### config.mk
export PLATFORM = sky130hd
export DESIGN_NAME = simple_ram_burst_master_flat
export DESIGN_NICKNAME = d
export VERILOG_FILES = /design/src/rtl/simple_ram_burst_master_if.sv /design/src/rtl/simple_ram_burst_master.sv /design/src/flat_wrapper.sv
export SDC_FILE = /design/constraint.sdc
export NUM_CORES = 1
export LEC_CHECK = 0
export ABC_AREA = 1
export CAP_MARGIN = 40
export CELL_PAD_IN_SITES_DETAIL_PLACEMENT = 1
export CELL_PAD_IN_SITES_GLOBAL_PLACEMENT = 1
export CORE_UTILIZATION = 40
export CTS_CLUSTER_DIAMETER = 200
export DETAILED_ROUTE_END_ITERATION = 12
export PLACE_DENSITY = 0.84
export SYNTH_ARGS = -nofsm -noshare
export SYNTH_HDL_FRONTEND = slang
export SYNTH_SLANG_ARGS = --single-unit
### constraint.sdc
create_clock -name clk -period 6.5 [get_ports clk]
set_input_delay 1.625 -clock clk [delete_from_list [all_inputs] [get_ports clk]]
set_output_delay 1.625 -clock clk [all_outputs]
set_load 0.01 [all_outputs]
### src/rtl/simple_ram_burst_master_if.sv
// rtl/simple_ram_burst_master_if.sv - command, write/read stream and SimpleRAM signals for the burst master
interface simple_ram_burst_master_if #(
  parameter int LEN_W = 16
);
  logic             cmd_valid;
  logic             cmd_ready;
  logic             cmd_write;
  logic [31:0]      cmd_addr;
  logic [LEN_W-1:0] cmd_len;
  logic             wr_valid;
  logic             wr_ready;
  logic [31:0]      wr_data;
  logic             rd_valid;
  logic             rd_ready;
  logic [31:0]      rd_data;
  logic             done;
  logic             ram_cen;
  logic             ram_wen;
  logic [31:0]      ram_addr;
  logic [31:0]      ram_din;
  logic [31:0]      ram_dout;

  modport master (
    input  cmd_valid, cmd_write, cmd_addr, cmd_len,
    output cmd_ready,
    input  wr_valid, wr_data,
    output wr_ready,
    output rd_valid, rd_data,
    input  rd_ready,
    output done,
    output ram_cen, ram_wen, ram_addr, ram_din,
    input  ram_dout
  );

  modport slave (
    output cmd_valid, cmd_write, cmd_addr, cmd_len,
    input  cmd_ready,
    output wr_valid, wr_data,
    input  wr_ready,
    input  rd_valid, rd_data,
    output rd_ready,
    input  done,
    input  ram_cen, ram_wen, ram_addr, ram_din,
    output ram_dout
  );
endinterface

### src/rtl/simple_ram_burst_master.sv
// rtl/simple_ram_burst_master.sv - burst read/write initiator for SimpleRAM with credit-limited read FIFO
module simple_ram_burst_master #(
  parameter int LEN_W    = 16,
  parameter int RD_DEPTH = 4
) (
  input  logic clk,
  input  logic rst,
  simple_ram_burst_master_if.master bus
);
  localparam int PW = $clog2(RD_DEPTH);
  localparam int CW = PW + 1;

  typedef enum logic [1:0] {IDLE, WRITE, READ, RD_WAIT} state_t;

  state_t          state, state_nxt;
  logic [31:0]     cur_addr;
  logic [LEN_W:0]  remaining;
  logic [CW-1:0]   fifo_count;
  logic [CW-1:0]   inflight;
  logic [PW-1:0]   wptr, rptr;
  logic [31:0]     fifo_mem [RD_DEPTH];
  logic            rd_pend;
  logic            done_wr;
  logic            accept, wr_fire, issue, rd_done;
  logic            push, pop, last_beat;
  logic [CW:0]     credit;

  // A read issued in cycle t returns on ram_dout during t+2; rd_pend marks that cycle.
  assign push      = rd_pend;
  assign pop       = bus.rd_valid & bus.rd_ready;
  assign last_beat = (remaining == (LEN_W+1)'(1));
  assign credit    = (CW+1)'(fifo_count) + (CW+1)'(inflight) - (CW+1)'(pop);

  assign bus.rd_valid = (fifo_count != '0);
  assign bus.rd_data  = fifo_mem[rptr];
  assign bus.done     = done_wr | rd_done;

  always_ff @(posedge clk or posedge rst) begin
    if (rst) state <= IDLE;
    else     state <= state_nxt;
  end

  always_comb begin
    state_nxt     = state;
    accept        = 1'b0;
    wr_fire       = 1'b0;
    issue         = 1'b0;
    rd_done       = 1'b0;
    bus.cmd_ready = 1'b0;
    bus.wr_ready  = 1'b0;
    unique case (state)
      IDLE: begin
        bus.cmd_ready = ~rst;
        accept        = bus.cmd_valid & ~rst;
        if (accept) state_nxt = bus.cmd_write ? WRITE : READ;
      end
      WRITE: begin
        bus.wr_ready = 1'b1;
        wr_fire      = bus.wr_valid;
        if (wr_fire && last_beat) state_nxt = IDLE;
      end
      READ: begin
        issue = (credit < (CW+1)'(RD_DEPTH));
        if (issue && last_beat) state_nxt = RD_WAIT;
      end
      RD_WAIT: begin
        rd_done = (inflight == '0) && (fifo_count == CW'(1)) && pop;
        if (rd_done) state_nxt = IDLE;
      end
      default: state_nxt = IDLE;
    endcase
  end

  always_ff @(posedge clk or posedge rst) begin
    if (rst) begin
      cur_addr     <= '0;
      remaining    <= '0;
      bus.ram_cen  <= 1'b0;
      bus.ram_wen  <= 1'b0;
      bus.ram_addr <= '0;
      bus.ram_din  <= '0;
      done_wr      <= 1'b0;
      rd_pend      <= 1'b0;
      inflight     <= '0;
      fifo_count   <= '0;
      wptr         <= '0;
      rptr         <= '0;
    end else begin
      if (accept) begin
        cur_addr  <= bus.cmd_addr;
        remaining <= (LEN_W+1)'(bus.cmd_len) + (LEN_W+1)'(1);
      end else if (wr_fire || issue) begin
        cur_addr  <= cur_addr + 32'd4;
        remaining <= remaining - (LEN_W+1)'(1);
      end
      bus.ram_cen  <= wr_fire | issue;
      bus.ram_wen  <= wr_fire;
      bus.ram_addr <= (wr_fire | issue) ? cur_addr : '0;
      bus.ram_din  <= wr_fire ? bus.wr_data : '0;
      done_wr      <= wr_fire & last_beat;
      rd_pend      <= bus.ram_cen & ~bus.ram_wen;
      inflight     <= inflight + CW'(issue) - CW'(push);
      fifo_count   <= fifo_count + CW'(push) - CW'(pop);
      if (push) wptr <= wptr + PW'(1);
      if (pop)  rptr <= rptr + PW'(1);
    end
  end

  always_ff @(posedge clk) begin
    if (push) fifo_mem[wptr] <= bus.ram_dout;
  end

  assert property (@(posedge clk) disable iff (rst)
    !(push && !pop && fifo_count == CW'(RD_DEPTH)));
endmodule

### src/flat_wrapper.sv
// flat-port wrapper written by rule: the top's interface ports become plain ports
module simple_ram_burst_master_flat 
#(
  parameter int LEN_W    = 16,
  parameter int RD_DEPTH = 4
)
  (clk, rst, bus_cmd_valid, bus_cmd_write, bus_cmd_addr, bus_cmd_len, bus_cmd_ready, bus_wr_valid, bus_wr_data, bus_wr_ready, bus_rd_valid, bus_rd_data, bus_rd_ready, bus_done, bus_ram_cen, bus_ram_wen, bus_ram_addr, bus_ram_din, bus_ram_dout);
  simple_ram_burst_master_if #(.LEN_W(LEN_W)) bus_i ();
  input  logic clk;
  input  logic rst;
  input wire logic [$bits(bus_i.cmd_valid)-1:0] bus_cmd_valid;
  input wire logic [$bits(bus_i.cmd_write)-1:0] bus_cmd_write;
  input wire logic [$bits(bus_i.cmd_addr)-1:0] bus_cmd_addr;
  input wire logic [$bits(bus_i.cmd_len)-1:0] bus_cmd_len;
  output wire logic [$bits(bus_i.cmd_ready)-1:0] bus_cmd_ready;
  input wire logic [$bits(bus_i.wr_valid)-1:0] bus_wr_valid;
  input wire logic [$bits(bus_i.wr_data)-1:0] bus_wr_data;
  output wire logic [$bits(bus_i.wr_ready)-1:0] bus_wr_ready;
  output wire logic [$bits(bus_i.rd_valid)-1:0] bus_rd_valid;
  output wire logic [$bits(bus_i.rd_data)-1:0] bus_rd_data;
  input wire logic [$bits(bus_i.rd_ready)-1:0] bus_rd_ready;
  output wire logic [$bits(bus_i.done)-1:0] bus_done;
  output wire logic [$bits(bus_i.ram_cen)-1:0] bus_ram_cen;
  output wire logic [$bits(bus_i.ram_wen)-1:0] bus_ram_wen;
  output wire logic [$bits(bus_i.ram_addr)-1:0] bus_ram_addr;
  output wire logic [$bits(bus_i.ram_din)-1:0] bus_ram_din;
  input wire logic [$bits(bus_i.ram_dout)-1:0] bus_ram_dout;
  assign bus_i.cmd_valid = bus_cmd_valid;
  assign bus_i.cmd_write = bus_cmd_write;
  assign bus_i.cmd_addr = bus_cmd_addr;
  assign bus_i.cmd_len = bus_cmd_len;
  assign bus_cmd_ready = bus_i.cmd_ready;
  assign bus_i.wr_valid = bus_wr_valid;
  assign bus_i.wr_data = bus_wr_data;
  assign bus_wr_ready = bus_i.wr_ready;
  assign bus_rd_valid = bus_i.rd_valid;
  assign bus_rd_data = bus_i.rd_data;
  assign bus_i.rd_ready = bus_rd_ready;
  assign bus_done = bus_i.done;
  assign bus_ram_cen = bus_i.ram_cen;
  assign bus_ram_wen = bus_i.ram_wen;
  assign bus_ram_addr = bus_i.ram_addr;
  assign bus_ram_din = bus_i.ram_din;
  assign bus_i.ram_dout = bus_ram_dout;
  simple_ram_burst_master #(.LEN_W(LEN_W), .RD_DEPTH(RD_DEPTH)) u_core (.clk(clk), .rst(rst), .bus(bus_i));
endmodule
==> summary.md <==
| Metric | Value |
|---|---|
| Synth Area in XOR/XNOR | 1.42% |
| Clock Pin Slew Worst Setup and Hold Paths | 60 ps |
| Post-Layout Inst Area | 15300 um2 |
| Most used DFF post-synth | dfrtp_1 |
| Number of core rows | 62 |
| Clock sink count | 257 |
| WL final | 33900 um |
| WP data arrival | 3070 ps |
| Post-synth EDFFs | 128 |
| Mux share of post-synthesis cell area | 0% |
| # H-tree levels | 1 |
| Dpl hpwl | 23400 um |
| Fillers | 3294 |
| Hold crit path type | flop to flop |
| Latest clock arrival within the worst-skew pair | 550 ps |
| GR Overflow Total | 0 |
| P per Cell Area | 425 nW/um2 |
| Die W | 173 um |
| Outcome | completed |
| Avg Synthesized Cell Area | 9.13 um2 |
| Ports | 220 |
| Worst Max-Slew Pin Slew | 810 ps |
| Slowest CP cell | clkdlybuf4s50_1 |
| Placer congestion estimate | 0.851 |
| Via count | 9670 |
| Adder-Cell Fraction of Synth Area | 2.04% |
| Fraction of registers with async set/reset | 50.2% |
| Cell Chain, Critical Path | clkdlybuf4s50_1 > nand2_1 > nor2_1 > a31o_2 > clkdlybuf4s50_1 |
| Die area | 30100 um2 |
| Gr usage total | 22.7% |
| Initial core utilization | 40.9% |
| Crit path capture type | output pin |
| NumNets Final | 1640 |
| RSZ-0062 raised after global routing | false |
| Synth cell types | 34 |
| Core footprint | 28800 um2 |
| Slew headroom | 46.0% |
| DR pass1 iterations | 5 |
| Crit path time final | 4700 ps |
| Post-synthesis compound-gate area fraction | 7.25% |
| Critical path class | input port to output pin |
| Mapped Area | 11800 um2 |
| WL/cell | 17.7 um |
| Yosys warnings | 0 |
| TritonCTS buffer count | 29 |
| Clock root cell | clkbuf_16 |
| Worst Clk Skew | 21.1 ps |
| Postcts setup bufs | 0 |
| Drt drc | 0 |
| Worst Path Max Fanout | 3 |
| FMAX | 213 MHz |
| Syn Nets | 1424 |
| Layout cells sized above 1 | 5.44% |
| Setup TNS | 0 ps |
| Vias per cell | 5.06 |
| CP Launch Type | input port |
| Slew Limit Fails | 0 |
| Maximum vdd drop | 0.219 mV |
| Post-Synthesis Cells | 1288 |
| Clock Path Buffers | 3 |
| Number of global-route vias before repair | 10400 |
| First-pass GRT wire length | 54500 um |
| Final setup viols | 0 |
| Synth Area in Simple Gates | 22.3% |
| Pin count of the biggest net entering global routing | 86 |
| Area growth, synth to finish | 30.1% |
| Antenna Nets Post-Route | 0 |
| Main combinational cell family by area after synthesis | simple AND/OR/NAND/NOR gates |
| # resized after CTS | 0 |
| 1st-iter DRT viols | 488 |
| Leak pwr | 6.47 nW |
| Most Frequent Cell on Critical Path | clkdlybuf4s50_1 |
| CTS Hold Bufs | 0 |
| Maxcap violations | 0 |
| IO Port Bufs | 219 |
| TritonCTS clock tree | yes |
| Sequential-to-total area share from yosys stat | 60.1% |
| Area post-placement | 14300 um2 |
| Tcrit/Tclk final | 72.3% |
| Seq cells post-synth | 257 |
| Initial antenna violation count | 1 |
| Final Hold Vio Count | 0 |
| Largest stage delay, worst path | 550 ps |
| Die extent in y | 173 um |
| Worst EP required | 4880 ps |
worst max-delay path: cells and delay by family:
kind	cells	cell delay [ps]
buf+inv	2	1010
compound gates	1	170
simple gates	2	270
kinds of logic after synthesis:
logic type               after synthesis
XOR/XNOR                              19
AND/OR/NAND/NOR                      647
flip-flops                           257
AO/OA/AOI/OAI                        160
adder cells (fa/ha/maj)               18
buffers and inverters                187
metal layers:
metal  vias to the layer above  routed length (um)  track usage, %
met3                        55                1380            2.57
li1                       4594                   -               -
met5                         -                   0               0
met2                       219               17600            41.5
met1                      4802               14200            28.3
met4                         0                 749            6.01
registers in the layout, indices dropped and copies added, names as in the netlist, 2 cells and up:
| name | cells |
|---|---|
| u_core.bus.ram_addr | 32 |
| u_core.state | 2 |
| u_core.remaining | 17 |
| u_core.bus.ram_din | 32 |
| u_core.cur_addr | 32 |
| u_core.wptr | 2 |
| u_core.fifo_count | 3 |
| u_core.rptr | 2 |
| u_core.inflight | 3 |
| u_core.fifo_mem | 128 |
layout make-up:
type,instances,area (um2),area share (%)
timing repair buffer,232,2350,15.4
sequential,257,7070,46.2
antenna,1,2.50,0.0164
multi-input combinational,844,3890,25.4
tap,384,480,3.14
inverter,140,531,3.47
clock inverter,24,244,1.59
clock buffer,30,729,4.77
cell usage after synthesis (2+ instances only):
cell	n	area, um2
a21oi_1	8	40.0
buf_2	15	75.1
buf_4	3	22.5
buf_6	9	101
clkbuf_1	20	75.1
dfrtp_1	129	3230
edfxtp_1	128	3840
fa_1	2	40.0
ha_1	16	200
inv_1	137	514
inv_2	3	11.3
nand2_1	323	1210
nand3_1	58	290
nand3_2	3	30.0
nand3b_1	3	22.5
nand4_1	11	68.8
nor2_1	226	848
nor2_2	6	37.5
nor2_4	3	33.8
nor3_1	7	35.0
o21ai_0	81	405
o21ai_1	35	175
o22ai_1	32	200
or2_2	3	18.8
xnor2_1	7	61.3
xor2_1	12	105
stage by stage:
step | hold slack, ps | total power [mW] | cells | worst slack (ps) | utilization (%)
2_1_floorplan | 457 | 3.84 | 1288 | 1420 | -
3_3_place_gp | 417 | 4.71 | 1853 | 1640 | 49.4
3_5_place_dp | 419 | 4.89 | 1857 | 1550 | 49.8
4_1_cts | 445 | 6.60 | 1911 | 1790 | 53.2
5_1_grt | 464 | 6.94 | 1911 | 1730 | 53.2
6_report | 446 | 6.51 | 1912 | 1800 | 53.2
cells in the final DEF (no fill, tap or decap), drive strengths merged, types with 2 or more instances in the layout:
cell type / Yosys / final
o21ai: 117 / 117
clkdlybuf4s50: 0 / 219
clkinv: 0 / 17
nand2: 325 / 325
ha: 16 / 16
o22ai: 32 / 32
nor3: 7 / 7
xor2: 12 / 12
nand3b: 3 / 3
nand3: 61 / 61
a21oi: 8 / 8
xnor2: 7 / 7
clkinvlp: 0 / 4
bufinv: 0 / 4
nor2: 235 / 235
clkbuf: 20 / 30
nand4: 11 / 11
buf: 27 / 13
fa: 2 / 2
dfrtp: 129 / 129
inv: 140 / 139
edfxtp: 128 / 128
or2: 4 / 4
worst paths after layout:
check | endpoint | slack [ps] | start | depth (start not counted)
max | bus_done | 1800 | bus_rd_ready | 5
min | u_core.push$_DFF_PP0_ | 450 | u_core.bus.ram_wen$_DFF_PP0_ | 1
max reg2reg | u_core.cur_addr[24]$_DFFE_PP0P_ | 3020 | u_core.fifo_count[1]$_DFF_PP0_ | 16
min reg2reg | u_core.push$_DFF_PP0_ | 450 | u_core.bus.ram_wen$_DFF_PP0_ | 1
max in group asynchronous | u_core.bus.ram_addr[28]$_DFF_PP0_ | 3650 | rst | 3
min in group asynchronous | u_core.bus.ram_din[21]$_DFF_PP0_ | 1720 | rst | 2
where the power goes:
part	internal [mW]	leakage [nW]	switching [mW]
logic	1.01	3.14	1.54
clock network	0.980	0.466	0.674
registers	2.06	2.87	0.242
No activity file was read; power rests on OpenSTA's default activity.
